File: src/rtl/ordena_n_num_seq_if.sv
// Input/output stream bundle for ordena_n_num_seq.
// The out_idx tag exists only when SORT_INDEX_EN is defined.
interface ordena_n_num_seq_if #(
  parameter int unsigned WIDTH = 8,
  parameter int unsigned N     = 8
);
  localparam int unsigned IW = (N > 1) ? $clog2(N) : 1;

  logic             in_valid;
  logic             in_ready;
  logic [WIDTH-1:0] in_data;
  logic             out_valid;
  logic             out_ready;
  logic [WIDTH-1:0] out_data;
  logic             out_last;
`ifdef SORT_INDEX_EN
  logic [IW-1:0]    out_idx;
`endif

  modport master (
    output in_valid,
    output in_data,
    output out_ready,
    input  in_ready,
    input  out_valid,
    input  out_data,
`ifdef SORT_INDEX_EN
    input  out_idx,
`endif
    input  out_last
  );

  modport slave (
    input  in_valid,
    input  in_data,
    input  out_ready,
    output in_ready,
    output out_valid,
    output out_data,
`ifdef SORT_INDEX_EN
    output out_idx,
`endif
    output out_last
  );
endinterface

File: src/rtl/ordena_n_num_seq.sv
// Serial N-element odd-even transposition sorter with stream in/out.
// Optional arrival-index tags are enabled by defining SORT_INDEX_EN.
module ordena_n_num_seq #(
  parameter int unsigned WIDTH = 8,
  parameter int unsigned N     = 8
) (
  input  logic                clk,
  input  logic                rst,
  input  logic                i_ena,
  input  logic                i_cresc_ou_decres,
  output logic                o_busy,
  ordena_n_num_seq_if.slave   bus
);
  localparam int unsigned   IW      = (N > 1) ? $clog2(N) : 1;
  localparam logic [IW-1:0] LastIdx = IW'(N - 1);

  typedef enum logic [1:0] {StLoad, StSort, StDrain} state_e;

  state_e           r_state;
  logic [WIDTH-1:0] r_elem [N];
  logic [IW-1:0]    r_cnt;
  logic [IW-1:0]    r_pass;
  logic             r_mode;

  logic [WIDTH-1:0] w_src [N];
  logic [WIDTH-1:0] w_nxt [N];
  logic             w_odd;
  logic             w_swap;
  logic             w_in_fire;
  logic             w_out_fire;

`ifdef SORT_INDEX_EN
  logic [IW-1:0]    r_tag     [N];
  logic [IW-1:0]    w_src_tag [N];
  logic [IW-1:0]    w_nxt_tag [N];
`endif

  assign bus.in_ready  = i_ena && (r_state == StLoad);
  assign bus.out_valid = i_ena && (r_state == StDrain);
  assign bus.out_data  = (r_state == StDrain) ? r_elem[r_cnt] : '0;
  assign bus.out_last  = (r_state == StDrain) && (r_cnt == LastIdx);
  assign o_busy        = (r_state != StLoad);
`ifdef SORT_INDEX_EN
  assign bus.out_idx   = (r_state == StDrain) ? r_tag[r_cnt] : '0;
`endif

  assign w_in_fire  = bus.in_valid && bus.in_ready;
  assign w_out_fire = bus.out_valid && bus.out_ready;

  // The final load folds pass 0 onto the vector with the new element inserted,
  // so SORT needs only passes 1..N-1 and drain starts N cycles after the last accept.
  always_comb begin
    for (int i = 0; i < int'(N); i++) begin
      w_src[i] = r_elem[i];
`ifdef SORT_INDEX_EN
      w_src_tag[i] = r_tag[i];
`endif
    end
    if (r_state == StLoad) begin
      w_src[r_cnt] = bus.in_data;
`ifdef SORT_INDEX_EN
      w_src_tag[r_cnt] = r_cnt;
`endif
    end
    w_odd  = (r_state == StLoad) ? 1'b0 : r_pass[0];
    w_swap = 1'b0;
    w_nxt  = w_src;
`ifdef SORT_INDEX_EN
    w_nxt_tag = w_src_tag;
`endif
    for (int i = 0; i < int'(N) - 1; i++) begin
      if (i[0] == w_odd) begin
        // Strict compare keeps equal values in place, so the sort is stable.
        w_swap = r_mode ? (w_src[i] > w_src[i+1]) : (w_src[i] < w_src[i+1]);
        if (w_swap) begin
          w_nxt[i]   = w_src[i+1];
          w_nxt[i+1] = w_src[i];
`ifdef SORT_INDEX_EN
          w_nxt_tag[i]   = w_src_tag[i+1];
          w_nxt_tag[i+1] = w_src_tag[i];
`endif
        end
      end
    end
  end

  always_ff @(posedge clk) begin
    if (rst) begin
      r_state <= StLoad;
      r_cnt   <= '0;
      r_pass  <= '0;
      r_mode  <= 1'b1;
      for (int i = 0; i < int'(N); i++) begin
        r_elem[i] <= '0;
`ifdef SORT_INDEX_EN
        r_tag[i]  <= '0;
`endif
      end
    end else if (i_ena) begin
      case (r_state)
        StLoad: begin
          if (w_in_fire) begin
            if (r_cnt == '0) begin
              r_mode <= i_cresc_ou_decres;
            end
            if (r_cnt == LastIdx) begin
              r_elem  <= w_nxt;
`ifdef SORT_INDEX_EN
              r_tag   <= w_nxt_tag;
`endif
              r_cnt   <= '0;
              r_pass  <= IW'(1);
              r_state <= StSort;
            end else begin
              r_elem <= w_src;
`ifdef SORT_INDEX_EN
              r_tag  <= w_src_tag;
`endif
              r_cnt  <= r_cnt + IW'(1);
            end
          end
        end
        StSort: begin
          r_elem <= w_nxt;
`ifdef SORT_INDEX_EN
          r_tag  <= w_nxt_tag;
`endif
          if (r_pass == LastIdx) begin
            r_pass  <= '0;
            r_cnt   <= '0;
            r_state <= StDrain;
          end else begin
            r_pass <= r_pass + IW'(1);
          end
        end
        StDrain: begin
          if (w_out_fire) begin
            if (r_cnt == LastIdx) begin
              r_cnt   <= '0;
              r_state <= StLoad;
            end else begin
              r_cnt <= r_cnt + IW'(1);
            end
          end
        end
        default: r_state <= StLoad;
      endcase
    end
  end
endmodule

File: src/flat_wrapper.sv
// flat-port wrapper written by rule: the top's interface ports become plain ports
module ordena_n_num_seq_flat 
#(
  parameter int unsigned WIDTH = 8,
  parameter int unsigned N     = 8
)
  (clk, rst, i_ena, i_cresc_ou_decres, o_busy, bus_in_valid, bus_in_data, bus_out_ready, bus_in_ready, bus_out_valid, bus_out_data, bus_out_last);
  ordena_n_num_seq_if #(.WIDTH(WIDTH), .N(N)) bus_i ();
  input  logic clk;
  input  logic rst;
  input  logic i_ena;
  input  logic i_cresc_ou_decres;
  output logic o_busy;
  input wire logic [$bits(bus_i.in_valid)-1:0] bus_in_valid;
  input wire logic [$bits(bus_i.in_data)-1:0] bus_in_data;
  input wire logic [$bits(bus_i.out_ready)-1:0] bus_out_ready;
  output wire logic [$bits(bus_i.in_ready)-1:0] bus_in_ready;
  output wire logic [$bits(bus_i.out_valid)-1:0] bus_out_valid;
  output wire logic [$bits(bus_i.out_data)-1:0] bus_out_data;
  output wire logic [$bits(bus_i.out_last)-1:0] bus_out_last;
  assign bus_i.in_valid = bus_in_valid;
  assign bus_i.in_data = bus_in_data;
  assign bus_i.out_ready = bus_out_ready;
  assign bus_in_ready = bus_i.in_ready;
  assign bus_out_valid = bus_i.out_valid;
  assign bus_out_data = bus_i.out_data;
  assign bus_out_last = bus_i.out_last;
  ordena_n_num_seq #(.WIDTH(WIDTH), .N(N)) u_core (.clk(clk), .rst(rst), .i_ena(i_ena), .i_cresc_ou_decres(i_cresc_ou_decres), .o_busy(o_busy), .bus(bus_i));
endmodule
File: config.mk
export PLATFORM = sky130hd
export DESIGN_NAME = ordena_n_num_seq_flat
export DESIGN_NICKNAME = d
export VERILOG_FILES = /design/src/rtl/ordena_n_num_seq_if.sv /design/src/rtl/ordena_n_num_seq.sv /design/src/flat_wrapper.sv
export SDC_FILE = /design/constraint.sdc
export NUM_CORES = 1
export LEC_CHECK = 0
export CELL_PAD_IN_SITES_DETAIL_PLACEMENT = 0
export CELL_PAD_IN_SITES_GLOBAL_PLACEMENT = 1
export CORE_AREA = 4 4 93 183
export CTS_CLUSTER_DIAMETER = 50
export DETAILED_ROUTE_END_ITERATION = 7
export DIE_AREA = 0 0 97 187
export GPL_ROUTABILITY_DRIVEN = 0
export MAX_ROUTING_LAYER = met4
export PLACE_DENSITY = 0.8
export RECOVER_POWER = 100
export SYNTH_ARGS = -nofsm -noshare
export SYNTH_HDL_FRONTEND = slang
export SYNTH_SLANG_ARGS = --single-unit
File: constraint.sdc
create_clock -name clk -period 3.6 [get_ports clk]
set_clock_uncertainty 0.2 [all_clocks]
set_input_delay 0.36 -clock clk [delete_from_list [all_inputs] [get_ports clk]]
set_output_delay 0.36 -clock clk [all_outputs]
set_load 0.05 [all_outputs]
==> results of run 1 <==
synth_stat cells, types with 8 or more instances:
master,instances,area [um2]
sky130_fd_sc_hd__a211oi_1,12,90.1
sky130_fd_sc_hd__a21o_1,27,203
sky130_fd_sc_hd__a21oi_1,53,265
sky130_fd_sc_hd__a221oi_1,25,219
sky130_fd_sc_hd__a22o_1,23,201
sky130_fd_sc_hd__a22oi_1,9,67.6
sky130_fd_sc_hd__a32o_1,8,80.1
sky130_fd_sc_hd__buf_2,11,55.1
sky130_fd_sc_hd__clkbuf_1,25,93.8
sky130_fd_sc_hd__dfxtp_1,73,1460
sky130_fd_sc_hd__ha_1,48,601
sky130_fd_sc_hd__inv_1,52,195
sky130_fd_sc_hd__mux2_2,17,191
sky130_fd_sc_hd__mux2i_1,68,681
sky130_fd_sc_hd__mux4_2,16,360
sky130_fd_sc_hd__nand2_1,55,206
sky130_fd_sc_hd__nand3_1,17,85.1
sky130_fd_sc_hd__nand3b_1,15,113
sky130_fd_sc_hd__nor2_1,33,124
sky130_fd_sc_hd__o21ai_0,21,105
sky130_fd_sc_hd__o22ai_1,16,100
sky130_fd_sc_hd__xnor2_1,12,105
cell type report:
type,count,area (um2)
fillers,1226,5700
multi-input cells,583,5630
repair buffers,246,2200
flip-flops and latches,73,1470
clock buffers,15,258
well taps,201,251
inverters,52,195
per-layer routing:
| metal | track usage [%] | wire length (um) | up-vias |
|---|---|---|---|
| met5 | - | 0 | - |
| li1 | - | - | 3305 |
| met4 | 26.3 | 2640 | 0 |
| met2 | 51.1 | 14000 | 370 |
| met1 | 26.9 | 8980 | 3603 |
| met3 | 3.21 | 1290 | 161 |
path summary, 6_finish.rpt:
path                                        from                       endpoint  slack, ns  depth (start not counted)
setup / recovery  u_core.r_state[1]$_SDFFE_PP0P_  u_core.r_elem[8]$_SDFFE_PP0P_      -0.25                         17
hold / removal     u_core.r_pass[1]$_SDFFE_PP0P_  u_core.r_pass[1]$_SDFFE_PP0P_       0.26                          2
setup reg to reg  u_core.r_state[1]$_SDFFE_PP0P_  u_core.r_elem[8]$_SDFFE_PP0P_      -0.25                         17
hold reg to reg    u_core.r_pass[1]$_SDFFE_PP0P_  u_core.r_pass[1]$_SDFFE_PP0P_       0.26                          2
worst reg2reg max path: stages, from the launching register on:
cell	delay, ns
sky130_fd_sc_hd__dfxtp_2	0.32
sky130_fd_sc_hd__inv_2	0.07
sky130_fd_sc_hd__ha_4	0.18
sky130_fd_sc_hd__buf_6	0.12
sky130_fd_sc_hd__nand4b_1	0.16
sky130_fd_sc_hd__buf_4	0.20
sky130_fd_sc_hd__mux2i_4	0.24
sky130_fd_sc_hd__ha_4	0.24
sky130_fd_sc_hd__a21o_1	0.17
sky130_fd_sc_hd__a21o_1	0.18
sky130_fd_sc_hd__a221o_1	0.33
sky130_fd_sc_hd__a211oi_2	0.20
sky130_fd_sc_hd__mux2i_1	0.12
sky130_fd_sc_hd__nor2b_4	0.18
sky130_fd_sc_hd__buf_6	0.17
sky130_fd_sc_hd__o21ai_4	0.29
sky130_fd_sc_hd__nand2_1	0.11
sky130_fd_sc_hd__a32o_2	0.29
power by group through the flow:
stage / combinational (W) / clock, W / sequential (W)
after floorplan: 0.000321 / 0 / 0.000849
after global placement: 0.000499 / 0 / 0.000858
after detailed placement: 0.000513 / 0 / 0.000860
after CTS: 0.000585 / 0.000846 / 0.000843
after global routing: 0.000670 / 0.000885 / 0.000845
final: 0.000635 / 0.000847 / 0.000845
layout by cell type (no fill, tap or decap), drive strengths merged, types with 8 or more instances in the layout:
master	count
buf	228
dfxtp	73
a221oi	26
mux2i	77
nand2	55
xnor2	12
nor2	36
inv	52
nand3b	15
o22ai	16
clkbuf	16
a21o	28
mux2	23
clkdlybuf4s50	17
ha	48
mux4	16
a22o	23
a22oi	9
o21ai	29
a211oi	13
nand3	17
a32o	8
a21oi	54
logic make-up (layout without fill, tap and decap cells):
logic type                 Yosys count  after routing
AOI/OAI and AO/OA                  232            232
adders and majority gates           52             52
muxes                              116            116
and+or+nand+nor                    171            171
buffers and inverters              105            313
DFF                                 73             73
xor gates and xnor gates            12             12
per-stage QoR:
stage / TNS [ns] / setup slack [ns] / total power (W)
finish: -7.95 / -0.253 / 0.00233
global route: -17.46 / -0.367 / 0.00240
floorplan: -0.129 / -0.0366 / 0.00117
CTS: -4.91 / -0.159 / 0.00227
detailed placement: -11.48 / -0.348 / 0.00137
global placement: -8.70 / -0.282 / 0.00136
state kept, by name (all words and copies together), names as in the netlist:
| signal | count |
|---|---|
| u_core.r_elem | 64 |
| u_core.r_pass | 3 |
| u_core.r_state | 2 |
| u_core.r_cnt | 3 |
| u_core.r_mode | 1 |
timing repair:
action | 4_1_cts | 5_1_grt
hold buffers | 0 | 0
buffers inserted | 35 | 18
gates cloned | 2 | 1
gates resized for setup | 104 | 89
pin swaps | 89 | 51
endpoints found under the setup margin | 64 | 64
==> results.env, run 1 <==
POWER.NET_SWITCHING_W=0.000704
SLOWEST_DELAY_NS=0.33
TRITONCTS_CLOCK_TREE='done'
FAILED_CHECKS='negative setup slack'
CLKSLEWWORSTSETUPHOLDPATHS_NS=0.06
SWITCHING_PART_OF_THE_TOTAL_PCT=30.3
REQUIRED_NS=3.64
DRT_ITER0_MARKERS=438
LAYOUT-AREA-OVERHEAD-VS-SYNTH_PCT=48.1
SETUP_REPAIR_AFTER_GLOBAL_ROUTING_MISSED_ITS_MARGIN='yes'
SEQUENTIAL_SHARE_OF_POWER_PCT=36.3
START_UTIL_PCT=43.0
HOLD_PATH_CLASS='reg2reg'
GLOBAL_ROUTE.USAGE.TOTAL_PCT=29.0
GLOBAL_ROUTE.OVERFLOW_TOTAL=0
START_KIND='flip-flop'
INTERNAL-POWER_W=0.00162
REPORT.FINAL.HOLD_VIOL_COUNT=0
CP-END-KIND='flip-flop'
DIE_W_UM=97
SYNTH.YOSYS.WARNINGS=0
DRT-TOTAL-WL_UM=26900
P_PER_AREA_nW_PER_UM2=233
FINISH.NET_COUNT=1027
PORTBUFFERS=25
LARGEST_NET_DEGREE_AT_THE_START_OF_GLOBAL_ROUTING=54
SETUP_VIOL=64
PATH_CELLS='inv_2 -> ha_4 -> buf_6 -> nand4b_1 -> buf_4 -> mux2i_4 -> ha_4 -> a21o_1 -> a21o_1 -> a221o_1 -> a211oi_2 -> mux2i_1 -> nor2b_4 -> buf_6 -> o21ai_4 -> nand2_1 -> a32o_2'
FIN_WORST_HOLD_SLACK_NS=0.265
STATUS='finished, violations left'
STATIC-LEAKAGE-POWER_nW=4.53
P_CLK_SHARE_PCT=36.4
SYNTH-COMPOUND-AREA-SHARE_PCT=24.8
WORST_SLEW_PIN_SLEW_NS=0.788
REMAINING_DRC_ERRORS=0
MAXSLEWVIOLCOUNT=0
SYNTHDISTINCTLIBCELLS=71
DETAILED_PLACE_HPWL_UM=19300
SYNTH_EDF_COUNT=0
LARGEST_FAMILY_OF_LOGIC_CELLS_BY_SYNTHESIZED_AREA='compound AO/OA/AOI/OAI gates'
IR_DROP_WORST_CASE_VDD_mV=0.245
FP.DIEAREA_UM2=18100
WORST_PATH_DOMINANT_CELL_FAMILY='compound AO/OA/AOI/OAI gates'
SYNTH-ASYNC-RESET-RATIO_PCT=0
WORST-SETUP-PATH-TYPE='reg2reg'
ROUTE.DETAILED.VIAS_PER_INST=6.36
TIMING.FINAL.WS_SETUP_NS=-0.253
WORSTPATHARRIVAL_NS=3.90
CRIT_SLOWEST_CELL='sky130_fd_sc_hd__a221o_1'
GRT_PASS1_WL_UM=40600
CLKSINKCOUNT=73
POST_SYNTH_NET_TOTAL=823
LAYOUT.CORE_UTILIZATION_PCT=63.7
PLACEMENT_ROWS=65
MAX_CLOCK_FREQ_GHz=0.260
ROUTED_WIRE_LENGTH_PER_INSTANCE_UM=23.0
POST_DP_CELL_AREA_UM2=8470
DRTANTENNAVIOLNETS=0
FINAL-INSTANCE-COUNT-EXCL-FILL=1170
DRIVE_ABOVE_1_SHARE_PCT=45.1
CLOCK_ROOT_BUFFER='sky130_fd_sc_hd__clkbuf_16'
GRT_ANTENNA_BEFORE_REPAIR=0
DETAILROUTE.VIA_COUNT=7439
CTS_MAX_PATH_BUFFERS=2
GRT_PASS1_VIAS=7779
CORE_UM2=15700
MAXCAPVIOLCOUNT=0
CRIT_PATH_MAX_FANOUT=8
CRITPATHBUFINV=4
TIMING.MAX_SLEW.REL_SLACK_PCT=47.3
TRITONCTS.NUM_BUFFERS=9
SYNTH_MUX_AREA_SHARE_PCT=21.9
YS_SEQ_AREA_SHARE_PCT=21.6
P_COMB_SHARE_PCT=27.3
DIODES=0
CLOCK_LATENCY_NS=0.35
SYNTHESIZED_INSTANCE_COUNT=761
TIMING.FINAL.CRIT_PERIOD_NS=3.85
SYNTH_XOR_AREA_SHARE_PCT=1.56
SYNTHSIMPLEGATEAREAFRAC_PCT=13.6
DIE_HEIGHT_UM=187
SYNTH_AREA_UM2=6750
H-TREE-DEPTH=3
FIRST_PASS_ITERS=5
PLACEDCELLCOUNT=1103
SYNTH-SEQ-CELLS=73
FINAL_MIN_PERIOD_OVER_CLOCK_PERIOD_PCT=107
SYNTH_AREA_PER_CELL_UM2=8.88
SYNTH_ADDER_AREA_SHARE_PCT=9.48
IO_PINS=26
POSTLAYOUTCELLAREA_UM2=10000
MOST_INSTANTIATED_FLIP_FLOP_CELL_IN_THE_SYNTHESIS_NETLIST='sky130_fd_sc_hd__dfxtp_1'
Power figures use the tool's default switching activity.
==> run 2: changes to the inputs <==
ABC_CLOCK_PERIOD_IN_PS = 3600   (was not set)
==> results of run 2 <==
No change in the layout: final DEF, timing and power equal those of run 1.
